[src/rtl/wb_req_master_pkg.sv]
// Shared encodings for the Wishbone request master and neighbouring bus bridges.
package wb_req_master_pkg;

  // Width of the completion status field on the response port.
  localparam int WB_STATUS_W = 2;

  // Completion status returned with every response.
  typedef enum logic [1:0] {
    ST_OK      = 2'd0,
    ST_ERR     = 2'd1,
    ST_RTY     = 2'd2,
    ST_TIMEOUT = 2'd3
  } wb_status_e;

  // Transaction FSM states.
  typedef enum logic [1:0] {
    S_IDLE   = 2'd0,
    S_STROBE = 2'd1,
    S_WAIT   = 2'd2,
    S_RESP   = 2'd3
  } wb_state_e;

  // Resolve simultaneous terminations: err beats rty, rty beats ack.
  function automatic wb_status_e term_status(input logic err, input logic rty);
    wb_status_e st;
    if (err) begin
      st = ST_ERR;
    end else if (rty) begin
      st = ST_RTY;
    end else begin
      st = ST_OK;
    end
    return st;
  endfunction

endpackage

[src/rtl/wb_req_master_if.sv]
// Request, response and Wishbone signal bundle of the request master.
interface wb_req_master_if #(
  parameter int ADDR_WIDTH = 32,
  parameter int DATA_WIDTH = 32
);
  localparam int SEL_WIDTH = DATA_WIDTH / 8;

  // Local controller request port
  logic                  req_valid_i;
  logic                  req_ready_o;
  logic                  req_we_i;
  logic [ADDR_WIDTH-1:0] req_addr_i;
  logic [DATA_WIDTH-1:0] req_data_i;
  logic [SEL_WIDTH-1:0]  req_sel_i;

  // Response port
  logic                  rsp_valid_o;
  logic                  rsp_ready_i;
  logic [DATA_WIDTH-1:0] rsp_data_o;
  logic [1:0]            rsp_status_o;

  // Wishbone pipelined master side
  logic                  wb_cyc_o;
  logic                  wb_stb_o;
  logic                  wb_we_o;
  logic [ADDR_WIDTH-1:0] wb_adr_o;
  logic [SEL_WIDTH-1:0]  wb_sel_o;
  logic [DATA_WIDTH-1:0] wb_dat_o;
  logic [DATA_WIDTH-1:0] wb_dat_i;
  logic                  wb_ack_i;
  logic                  wb_err_i;
  logic                  wb_rty_i;
  logic                  wb_stall_i;

  // View from the master itself.
  modport master (
    input  req_valid_i, req_we_i, req_addr_i, req_data_i, req_sel_i,
    output req_ready_o,
    output rsp_valid_o, rsp_data_o, rsp_status_o,
    input  rsp_ready_i,
    output wb_cyc_o, wb_stb_o, wb_we_o, wb_adr_o, wb_sel_o, wb_dat_o,
    input  wb_dat_i, wb_ack_i, wb_err_i, wb_rty_i, wb_stall_i
  );

  // View from the surroundings (controller plus Wishbone slave).
  modport slave (
    output req_valid_i, req_we_i, req_addr_i, req_data_i, req_sel_i,
    input  req_ready_o,
    input  rsp_valid_o, rsp_data_o, rsp_status_o,
    output rsp_ready_i,
    input  wb_cyc_o, wb_stb_o, wb_we_o, wb_adr_o, wb_sel_o, wb_dat_o,
    output wb_dat_i, wb_ack_i, wb_err_i, wb_rty_i, wb_stall_i
  );

endinterface

[src/rtl/wb_req_timeout.sv]
// Bus watchdog counter: cleared at transaction start, counts active cycles and
// flags the cycle on which the LIMIT-th active cycle is being spent.
module wb_req_timeout #(
  parameter int LIMIT = 255,
  parameter int CW    = $clog2(LIMIT + 1)
) (
  input  logic i_clk,
  input  logic i_rst,
  input  logic i_clr,
  input  logic i_en,
  output logic o_expired
);
  localparam logic [CW-1:0] LAST = CW'(LIMIT - 1);
  localparam logic [CW-1:0] FULL = CW'(LIMIT);

  logic [CW-1:0] r_count;

  // Count enabled cycles, saturating at LIMIT so the counter cannot wrap.
  always_ff @(posedge i_clk or posedge i_rst) begin
    if (i_rst) begin
      r_count <= '0;
    end else if (i_clr) begin
      r_count <= '0;
    end else if (i_en && (r_count != FULL)) begin
      r_count <= r_count + CW'(1);
    end else begin
      r_count <= r_count;
    end
  end

  // The counter holds k-1 during the k-th active cycle.
  assign o_expired = i_en && (r_count >= LAST);

endmodule

[src/rtl/wb_req_master.sv]
// Single-outstanding Wishbone pipelined master: one request in, one bus
// cycle out, one response back with read data and completion status.
module wb_req_master
  import wb_req_master_pkg::*;
#(
  parameter int ADDR_WIDTH = 32,
  parameter int DATA_WIDTH = 32,
  parameter int TIMEOUT    = 255
) (
  input  logic            clk_i,
  input  logic            rst_i,
  wb_req_master_if.master bus
);
  localparam int SEL_WIDTH = DATA_WIDTH / 8;

  wb_state_e             r_state,        w_state_nxt;
  logic                  r_req_ready,    w_req_ready_nxt;
  logic                  r_rsp_valid,    w_rsp_valid_nxt;
  logic [DATA_WIDTH-1:0] r_rsp_data,     w_rsp_data_nxt;
  wb_status_e            r_rsp_status,   w_rsp_status_nxt;
  logic                  r_cyc,          w_cyc_nxt;
  logic                  r_stb,          w_stb_nxt;
  logic                  r_we,           w_we_nxt;
  logic [ADDR_WIDTH-1:0] r_adr,          w_adr_nxt;
  logic [SEL_WIDTH-1:0]  r_sel,          w_sel_nxt;
  logic [DATA_WIDTH-1:0] r_dat,          w_dat_nxt;

  logic                  w_term;
  logic                  w_finish;
  wb_status_e            w_fin_status;
  logic [DATA_WIDTH-1:0] w_fin_data;
  logic                  w_tmo_clr;
  logic                  w_tmo_en;
  logic                  w_tmo_expired;

  wb_req_timeout #(
    .LIMIT(TIMEOUT)
  ) u_timeout (
    .i_clk    (clk_i),
    .i_rst    (rst_i),
    .i_clr    (w_tmo_clr),
    .i_en     (w_tmo_en),
    .o_expired(w_tmo_expired)
  );

  // Decode the termination outcome; read data survives only a clean ack on a read.
  always_comb begin
    w_term       = bus.wb_ack_i | bus.wb_err_i | bus.wb_rty_i;
    w_fin_data   = '0;
    w_fin_status = ST_TIMEOUT;
    if (w_term) begin
      w_fin_status = term_status(bus.wb_err_i, bus.wb_rty_i);
    end else begin
      w_fin_status = ST_TIMEOUT;
    end
    if (bus.wb_ack_i && !bus.wb_err_i && !bus.wb_rty_i && !r_we) begin
      w_fin_data = bus.wb_dat_i;
    end else begin
      w_fin_data = '0;
    end
  end

  // Next-state and next-output logic; a termination outranks the timeout.
  always_comb begin
    w_state_nxt      = r_state;
    w_req_ready_nxt  = 1'b0;
    w_rsp_valid_nxt  = r_rsp_valid;
    w_rsp_data_nxt   = r_rsp_data;
    w_rsp_status_nxt = r_rsp_status;
    w_cyc_nxt        = r_cyc;
    w_stb_nxt        = r_stb;
    w_we_nxt         = r_we;
    w_adr_nxt        = r_adr;
    w_sel_nxt        = r_sel;
    w_dat_nxt        = r_dat;
    w_tmo_clr        = 1'b0;
    w_tmo_en         = 1'b0;
    w_finish         = 1'b0;

    case (r_state)
      S_IDLE: begin
        // r_req_ready is low for the first cycle after reset release.
        if (bus.req_valid_i && r_req_ready) begin
          w_we_nxt    = bus.req_we_i;
          w_adr_nxt   = bus.req_addr_i;
          w_sel_nxt   = bus.req_sel_i;
          w_dat_nxt   = bus.req_data_i;
          w_cyc_nxt   = 1'b1;
          w_stb_nxt   = 1'b1;
          w_tmo_clr   = 1'b1;
          w_state_nxt = S_STROBE;
        end else begin
          w_state_nxt = S_IDLE;
        end
      end
      S_STROBE: begin
        w_tmo_en = 1'b1;
        if (w_term || w_tmo_expired) begin
          w_finish = 1'b1;
        end else if (!bus.wb_stall_i) begin
          w_stb_nxt   = 1'b0;
          w_state_nxt = S_WAIT;
        end else begin
          w_state_nxt = S_STROBE;
        end
      end
      S_WAIT: begin
        w_tmo_en = 1'b1;
        if (w_term || w_tmo_expired) begin
          w_finish = 1'b1;
        end else begin
          w_state_nxt = S_WAIT;
        end
      end
      S_RESP: begin
        if (bus.rsp_ready_i) begin
          w_rsp_valid_nxt = 1'b0;
          w_state_nxt     = S_IDLE;
        end else begin
          w_state_nxt = S_RESP;
        end
      end
      default: begin
        w_cyc_nxt       = 1'b0;
        w_stb_nxt       = 1'b0;
        w_rsp_valid_nxt = 1'b0;
        w_state_nxt     = S_IDLE;
      end
    endcase

    if (w_finish) begin
      w_cyc_nxt        = 1'b0;
      w_stb_nxt        = 1'b0;
      w_rsp_valid_nxt  = 1'b1;
      w_rsp_data_nxt   = w_fin_data;
      w_rsp_status_nxt = w_fin_status;
      w_state_nxt      = S_RESP;
      w_req_ready_nxt  = 1'b0;
    end else begin
      w_req_ready_nxt = (w_state_nxt == S_IDLE);
    end
  end

  // State and output registers; reset abandons any bus cycle immediately.
  always_ff @(posedge clk_i or posedge rst_i) begin
    if (rst_i) begin
      r_state      <= S_IDLE;
      r_req_ready  <= 1'b0;
      r_rsp_valid  <= 1'b0;
      r_rsp_data   <= '0;
      r_rsp_status <= ST_OK;
      r_cyc        <= 1'b0;
      r_stb        <= 1'b0;
      r_we         <= 1'b0;
      r_adr        <= '0;
      r_sel        <= '0;
      r_dat        <= '0;
    end else begin
      r_state      <= w_state_nxt;
      r_req_ready  <= w_req_ready_nxt;
      r_rsp_valid  <= w_rsp_valid_nxt;
      r_rsp_data   <= w_rsp_data_nxt;
      r_rsp_status <= w_rsp_status_nxt;
      r_cyc        <= w_cyc_nxt;
      r_stb        <= w_stb_nxt;
      r_we         <= w_we_nxt;
      r_adr        <= w_adr_nxt;
      r_sel        <= w_sel_nxt;
      r_dat        <= w_dat_nxt;
    end
  end

  assign bus.req_ready_o  = r_req_ready;
  assign bus.rsp_valid_o  = r_rsp_valid;
  assign bus.rsp_data_o   = r_rsp_data;
  assign bus.rsp_status_o = r_rsp_status;
  assign bus.wb_cyc_o     = r_cyc;
  assign bus.wb_stb_o     = r_stb;
  assign bus.wb_we_o      = r_we;
  assign bus.wb_adr_o     = r_adr;
  assign bus.wb_sel_o     = r_sel;
  assign bus.wb_dat_o     = r_dat;

endmodule
[src/flat_wrapper.sv]
// flat-port wrapper written by rule: the top's interface ports become plain ports
module wb_req_master_flat import wb_req_master_pkg::*;
#(
  parameter int ADDR_WIDTH = 32,
  parameter int DATA_WIDTH = 32,
  parameter int TIMEOUT    = 255
)
  (clk_i, rst_i, bus_req_valid_i, bus_req_we_i, bus_req_addr_i, bus_req_data_i, bus_req_sel_i, bus_req_ready_o, bus_rsp_valid_o, bus_rsp_data_o, bus_rsp_status_o, bus_rsp_ready_i, bus_wb_cyc_o, bus_wb_stb_o, bus_wb_we_o, bus_wb_adr_o, bus_wb_sel_o, bus_wb_dat_o, bus_wb_dat_i, bus_wb_ack_i, bus_wb_err_i, bus_wb_rty_i, bus_wb_stall_i);
  wb_req_master_if #(.ADDR_WIDTH(ADDR_WIDTH), .DATA_WIDTH(DATA_WIDTH)) bus_i ();
  input  logic clk_i;
  input  logic rst_i;
  input wire logic [$bits(bus_i.req_valid_i)-1:0] bus_req_valid_i;
  input wire logic [$bits(bus_i.req_we_i)-1:0] bus_req_we_i;
  input wire logic [$bits(bus_i.req_addr_i)-1:0] bus_req_addr_i;
  input wire logic [$bits(bus_i.req_data_i)-1:0] bus_req_data_i;
  input wire logic [$bits(bus_i.req_sel_i)-1:0] bus_req_sel_i;
  output wire logic [$bits(bus_i.req_ready_o)-1:0] bus_req_ready_o;
  output wire logic [$bits(bus_i.rsp_valid_o)-1:0] bus_rsp_valid_o;
  output wire logic [$bits(bus_i.rsp_data_o)-1:0] bus_rsp_data_o;
  output wire logic [$bits(bus_i.rsp_status_o)-1:0] bus_rsp_status_o;
  input wire logic [$bits(bus_i.rsp_ready_i)-1:0] bus_rsp_ready_i;
  output wire logic [$bits(bus_i.wb_cyc_o)-1:0] bus_wb_cyc_o;
  output wire logic [$bits(bus_i.wb_stb_o)-1:0] bus_wb_stb_o;
  output wire logic [$bits(bus_i.wb_we_o)-1:0] bus_wb_we_o;
  output wire logic [$bits(bus_i.wb_adr_o)-1:0] bus_wb_adr_o;
  output wire logic [$bits(bus_i.wb_sel_o)-1:0] bus_wb_sel_o;
  output wire logic [$bits(bus_i.wb_dat_o)-1:0] bus_wb_dat_o;
  input wire logic [$bits(bus_i.wb_dat_i)-1:0] bus_wb_dat_i;
  input wire logic [$bits(bus_i.wb_ack_i)-1:0] bus_wb_ack_i;
  input wire logic [$bits(bus_i.wb_err_i)-1:0] bus_wb_err_i;
  input wire logic [$bits(bus_i.wb_rty_i)-1:0] bus_wb_rty_i;
  input wire logic [$bits(bus_i.wb_stall_i)-1:0] bus_wb_stall_i;
  assign bus_i.req_valid_i = bus_req_valid_i;
  assign bus_i.req_we_i = bus_req_we_i;
  assign bus_i.req_addr_i = bus_req_addr_i;
  assign bus_i.req_data_i = bus_req_data_i;
  assign bus_i.req_sel_i = bus_req_sel_i;
  assign bus_req_ready_o = bus_i.req_ready_o;
  assign bus_rsp_valid_o = bus_i.rsp_valid_o;
  assign bus_rsp_data_o = bus_i.rsp_data_o;
  assign bus_rsp_status_o = bus_i.rsp_status_o;
  assign bus_i.rsp_ready_i = bus_rsp_ready_i;
  assign bus_wb_cyc_o = bus_i.wb_cyc_o;
  assign bus_wb_stb_o = bus_i.wb_stb_o;
  assign bus_wb_we_o = bus_i.wb_we_o;
  assign bus_wb_adr_o = bus_i.wb_adr_o;
  assign bus_wb_sel_o = bus_i.wb_sel_o;
  assign bus_wb_dat_o = bus_i.wb_dat_o;
  assign bus_i.wb_dat_i = bus_wb_dat_i;
  assign bus_i.wb_ack_i = bus_wb_ack_i;
  assign bus_i.wb_err_i = bus_wb_err_i;
  assign bus_i.wb_rty_i = bus_wb_rty_i;
  assign bus_i.wb_stall_i = bus_wb_stall_i;
  wb_req_master #(.ADDR_WIDTH(ADDR_WIDTH), .DATA_WIDTH(DATA_WIDTH), .TIMEOUT(TIMEOUT)) u_core (.clk_i(clk_i), .rst_i(rst_i), .bus(bus_i));
endmodule
[config.mk]
export PLATFORM = sky130hd
export DESIGN_NAME = wb_req_master_flat
export DESIGN_NICKNAME = d
export VERILOG_FILES = /design/src/rtl/wb_req_master_pkg.sv /design/src/rtl/wb_req_master_if.sv /design/src/rtl/wb_req_timeout.sv /design/src/rtl/wb_req_master.sv /design/src/flat_wrapper.sv
export SDC_FILE = /design/constraint.sdc
export NUM_CORES = 1
export LEC_CHECK = 0
export CAP_MARGIN = 20
export CELL_PAD_IN_SITES_DETAIL_PLACEMENT = 1
export CELL_PAD_IN_SITES_GLOBAL_PLACEMENT = 2
export CORE_AREA = 8 8 142 157
export DETAILED_ROUTE_END_ITERATION = 8
export DIE_AREA = 0 0 150 165
export HOLD_SLACK_MARGIN = 0.1
export PLACE_DENSITY_LB_ADDON = 0.1
export SYNTH_ARGS = -nofsm -noshare
export SYNTH_HDL_FRONTEND = slang
export SYNTH_HIERARCHICAL = 1
export SYNTH_SLANG_ARGS = --single-unit
[constraint.sdc]
create_clock -name clk_i -period 4.15 [get_ports clk_i]
set_input_delay 0.415 -clock clk_i [delete_from_list [all_inputs] [get_ports clk_i]]
set_output_delay 0.415 -clock clk_i [all_outputs]
set_load 0.005 [all_outputs]
==> results.py <==
metrics = {
    "global_route": {
        "gr-total-overflow": 0,
        "antenna_found_initial": 0,
        "grt_pass1_wl_mm": 25.8,
        "grt_pass1_vias": 4509,
        "grt_usage_pct": 13.6,
        "grt_max_degree": 71,
    },
    "yosys": {
        "syn_area_um2": 4650,
        "synth_nets": 577,
        "synth_warnings": 6,
        "synth_edf_count": 0,
        "synth_cell_types": 39,
        "ys_ff_latch": 117,
        "synth_area_per_cell_um2": 10.1,
        "synth_top_flop_cell": "dfrtp_1",
        "syn_inst": 462,
        "synthArstFlopShare_pct": 100,
        "synth_seq_area_share_pct": 63.0,
    },
    "timing": {
        "fin_crit_ns": 2.72,
        "fin_crit_sh_pct": 65.5,
        "fin_setup_tns_ns": 0,
        "slew_headroom_pct": 40.8,
        "hold_ws_ns": 0.382,
        "final-hold-violation-count": 0,
        "max_freq_ghz": 0.368,
        "finalSetupViolCount": 0,
        "drv_slew": 0,
        "fin_skew_ns": 0.00946,
        "rsz0062_at_grt": "no",
        "max_slew.worst_pin.slew_ns": 0.887,
    },
    "place": {
        "port_buffers": 215,
        "place.gp.congestion": 0.733,
        "dp_hpwl_mm": 12.1,
    },
    "critical_path": {
        "crit_path_start_kind": "register",
        "required_ns": 4.44,
        "cp_max_fo": 35,
        "worstPathArrival_ns": 3.01,
        "crit_path_end_kind": "register",
        "path_class": "reg -> reg",
        "r2r_slack_ns": 1.43,
    },
    "die": {
        "rows": 54,
        "initial_utilization_pct": 23.7,
        "die_y_um": 165,
        "io_pins": 216,
        "dieArea_um2": 24800,
        "fp.dieW_um": 150,
        "core_area_um2": 19600,
    },
    "pwr": {
        "power_leakage_nw": 3.58,
        "power_density_nw_per_um2": 661,
        "irDropWorstVdd_mv": 0.353,
    },
    "finish": {
        "layout-drive-gt1-share_pct": 7.08,
        "syn_to_final_growth_pct": 65.3,
        "fin_nets": 794,
        "n_antenna_cell": 0,
    },
    "drt": {
        "viasPerCell": 4.36,
        "routed_wl_mm": 16.6,
        "drtIter0Drc": 136,
        "vias": 4120,
        "drtPass1Iterations": 4,
        "ant_nets": 0,
        "drcViolationCount": 0,
        "wire_per_inst_um": 17.6,
    },
    "cts": {
        "ctsHoldBuffers": 0,
        "clkSlewWorstSetupHoldPaths_ns": 0.05,
        "ctsRootBufferMaster": "clkbuf_16",
        "postCtsSetupRepairBufs": 0,
        "clock_path_buffers": 2,
        "ctsResizeCount": 0,
        "clkLatencyLatePin_ns": 0.41,
        "cts_made_buffers": 17,
        "cts.htree.levels": 4,
        "cts_tree": "built",
        "clock_sinks": 117,
    },
    "hold_path": {
        "hp-class": "in -> async",
    },
    "run": {
        "cap_violations": 0,
    },
    "run_status": {
        "status": "finished, final reports clean",
    },
}
[state kept, by name (all words and copies together) (netlist names)]
register and flops:
u_core/bus.rsp_data_o 32, u_core/bus.wb_adr_o 32, u_core/bus.wb_dat_o 32, u_core/u_timeout/r_count 8, u_core/bus.wb_sel_o 4, u_core/bus.rsp_status_o 2
u_core/r_state 2, u_core/bus.req_ready_o 1, u_core/bus.rsp_valid_o 1, u_core/bus.wb_cyc_o 1, u_core/bus.wb_stb_o 1, u_core/bus.wb_we_o 1
[routing by layer]
layer,global-route usage (%),wire [um],share of wire (%),up-vias
li1,-,-,-,1938
met1,15.5,6890,41,2025
met2,21.6,7780,47,144
met3,6.96,1760,11,13
met4,4.77,174,1.0,0
met5,0,0,0,-
[cells in the mapped netlist, types with 4 or more instances]
cell type	count	share of area [%]
dfrtp_1	117	63
buf_2	8	0.86
nand2_1	216	17
inv_1	8	0.65
nor2_1	11	0.89
nor2b_1	4	0.54
nand3_1	7	0.75
clkbuf_1	11	0.89
a22o_1	32	6.0
ha_1	6	1.6
[area by class of cell]
class	instances	area [um^2]
clock buffers	19	443
clock inverters	13	158
fillers	2162	11900
inverters	9	36.3
multi-input cells	313	1570
flip-flops and latches	117	2930
well taps	252	315
repair buffers	221	2230
[path summary, 6_finish.rpt]
kind / startpoint / endpoint / depth (start not counted)
setup / recovery: u_core/r_state[0] / u_core/bus.rsp_data_o[19] / 8
hold / removal: rst_i / u_core/u_timeout/r_count[3] / 2
setup reg to reg: u_core/r_state[0] / u_core/bus.rsp_data_o[19] / 8
hold reg to reg: u_core/bus.wb_dat_o[7] / u_core/bus.wb_dat_o[7] / 2
max in group asynchronous: rst_i / u_core/bus.wb_dat_o[15] / 3
min in group clk_i: u_core/bus.wb_dat_o[7] / u_core/bus.wb_dat_o[7] / 2
[stage by stage]
step	cell area, um^2	utilization, %	instances	power, W	worst slack (ns)
4_1_cts	7680	39.2	944	0.00520	1.38
5_1_grt	7680	39.2	944	0.00545	1.26
3_3_place_gp	7050	36.0	911	0.00358	1.64
2_1_floorplan	4650	-	462	0.00256	0.861
6_report	7680	39.2	944	0.00508	1.43
3_5_place_dp	7080	36.1	912	0.00365	1.45
[critical path, stage by stage, from the launching register on]
cell	delay (ns)
dfrtp_1	0.40
inv_1	0.09
ha_1	0.51
nand3_2	0.17
nor3_1	0.49
nor4_4	0.10
nand2b_1	0.24
buf_4	0.30
a22o_1	0.28
[cells in the final DEF, fill, tap and decap left out, types with 2 or more instances in the layout]
cell / netlist / layout
buf_4: 0 / 4
ha_1: 6 / 6
nand2_1: 216 / 216
bufinv_16: 0 / 3
clkinv_2: 0 / 4
dfrtp_1: 117 / 117
inv_1: 8 / 7
clkinvlp_4: 0 / 4
a211oi_1: 2 / 2
a21oi_1: 2 / 2
o21ai_0: 3 / 3
nor2b_1: 4 / 4
o21a_1: 3 / 3
clkinv_4: 0 / 2
clkbuf_16: 0 / 17
a22o_1: 32 / 32
a311oi_1: 2 / 2
nand3_1: 7 / 6
xnor2_1: 2 / 2
clkdlybuf4s50_1: 0 / 215
nor3_1: 3 / 3
and3_1: 2 / 2
nand3_2: 1 / 2
nor2_1: 11 / 11
[cells by family after synthesis]
family                   Yosys count  synth area share [%]
AND/OR/NAND/NOR                  252                  22.2
flip-flops                       117                  63.0
AO/OA/AOI/OAI                     52                  9.27
buffers and inverters             32                  3.29
adder cells (fa/ha/maj)            6                  1.62
XOR/XNOR                           2                 0.377
multiplexers                       1                 0.242
[report_power, final]
| part | internal (W) | switching (W) | total [W] |
|---|---|---|---|
| logic | 0.00100 | 0.000773 | 0.00178 |
| registers | 0.00155 | 0.000264 | 0.00181 |
| clock network | 0.000956 | 0.000533 | 0.00149 |
Note: power is estimated with default switching activity, not from simulation.
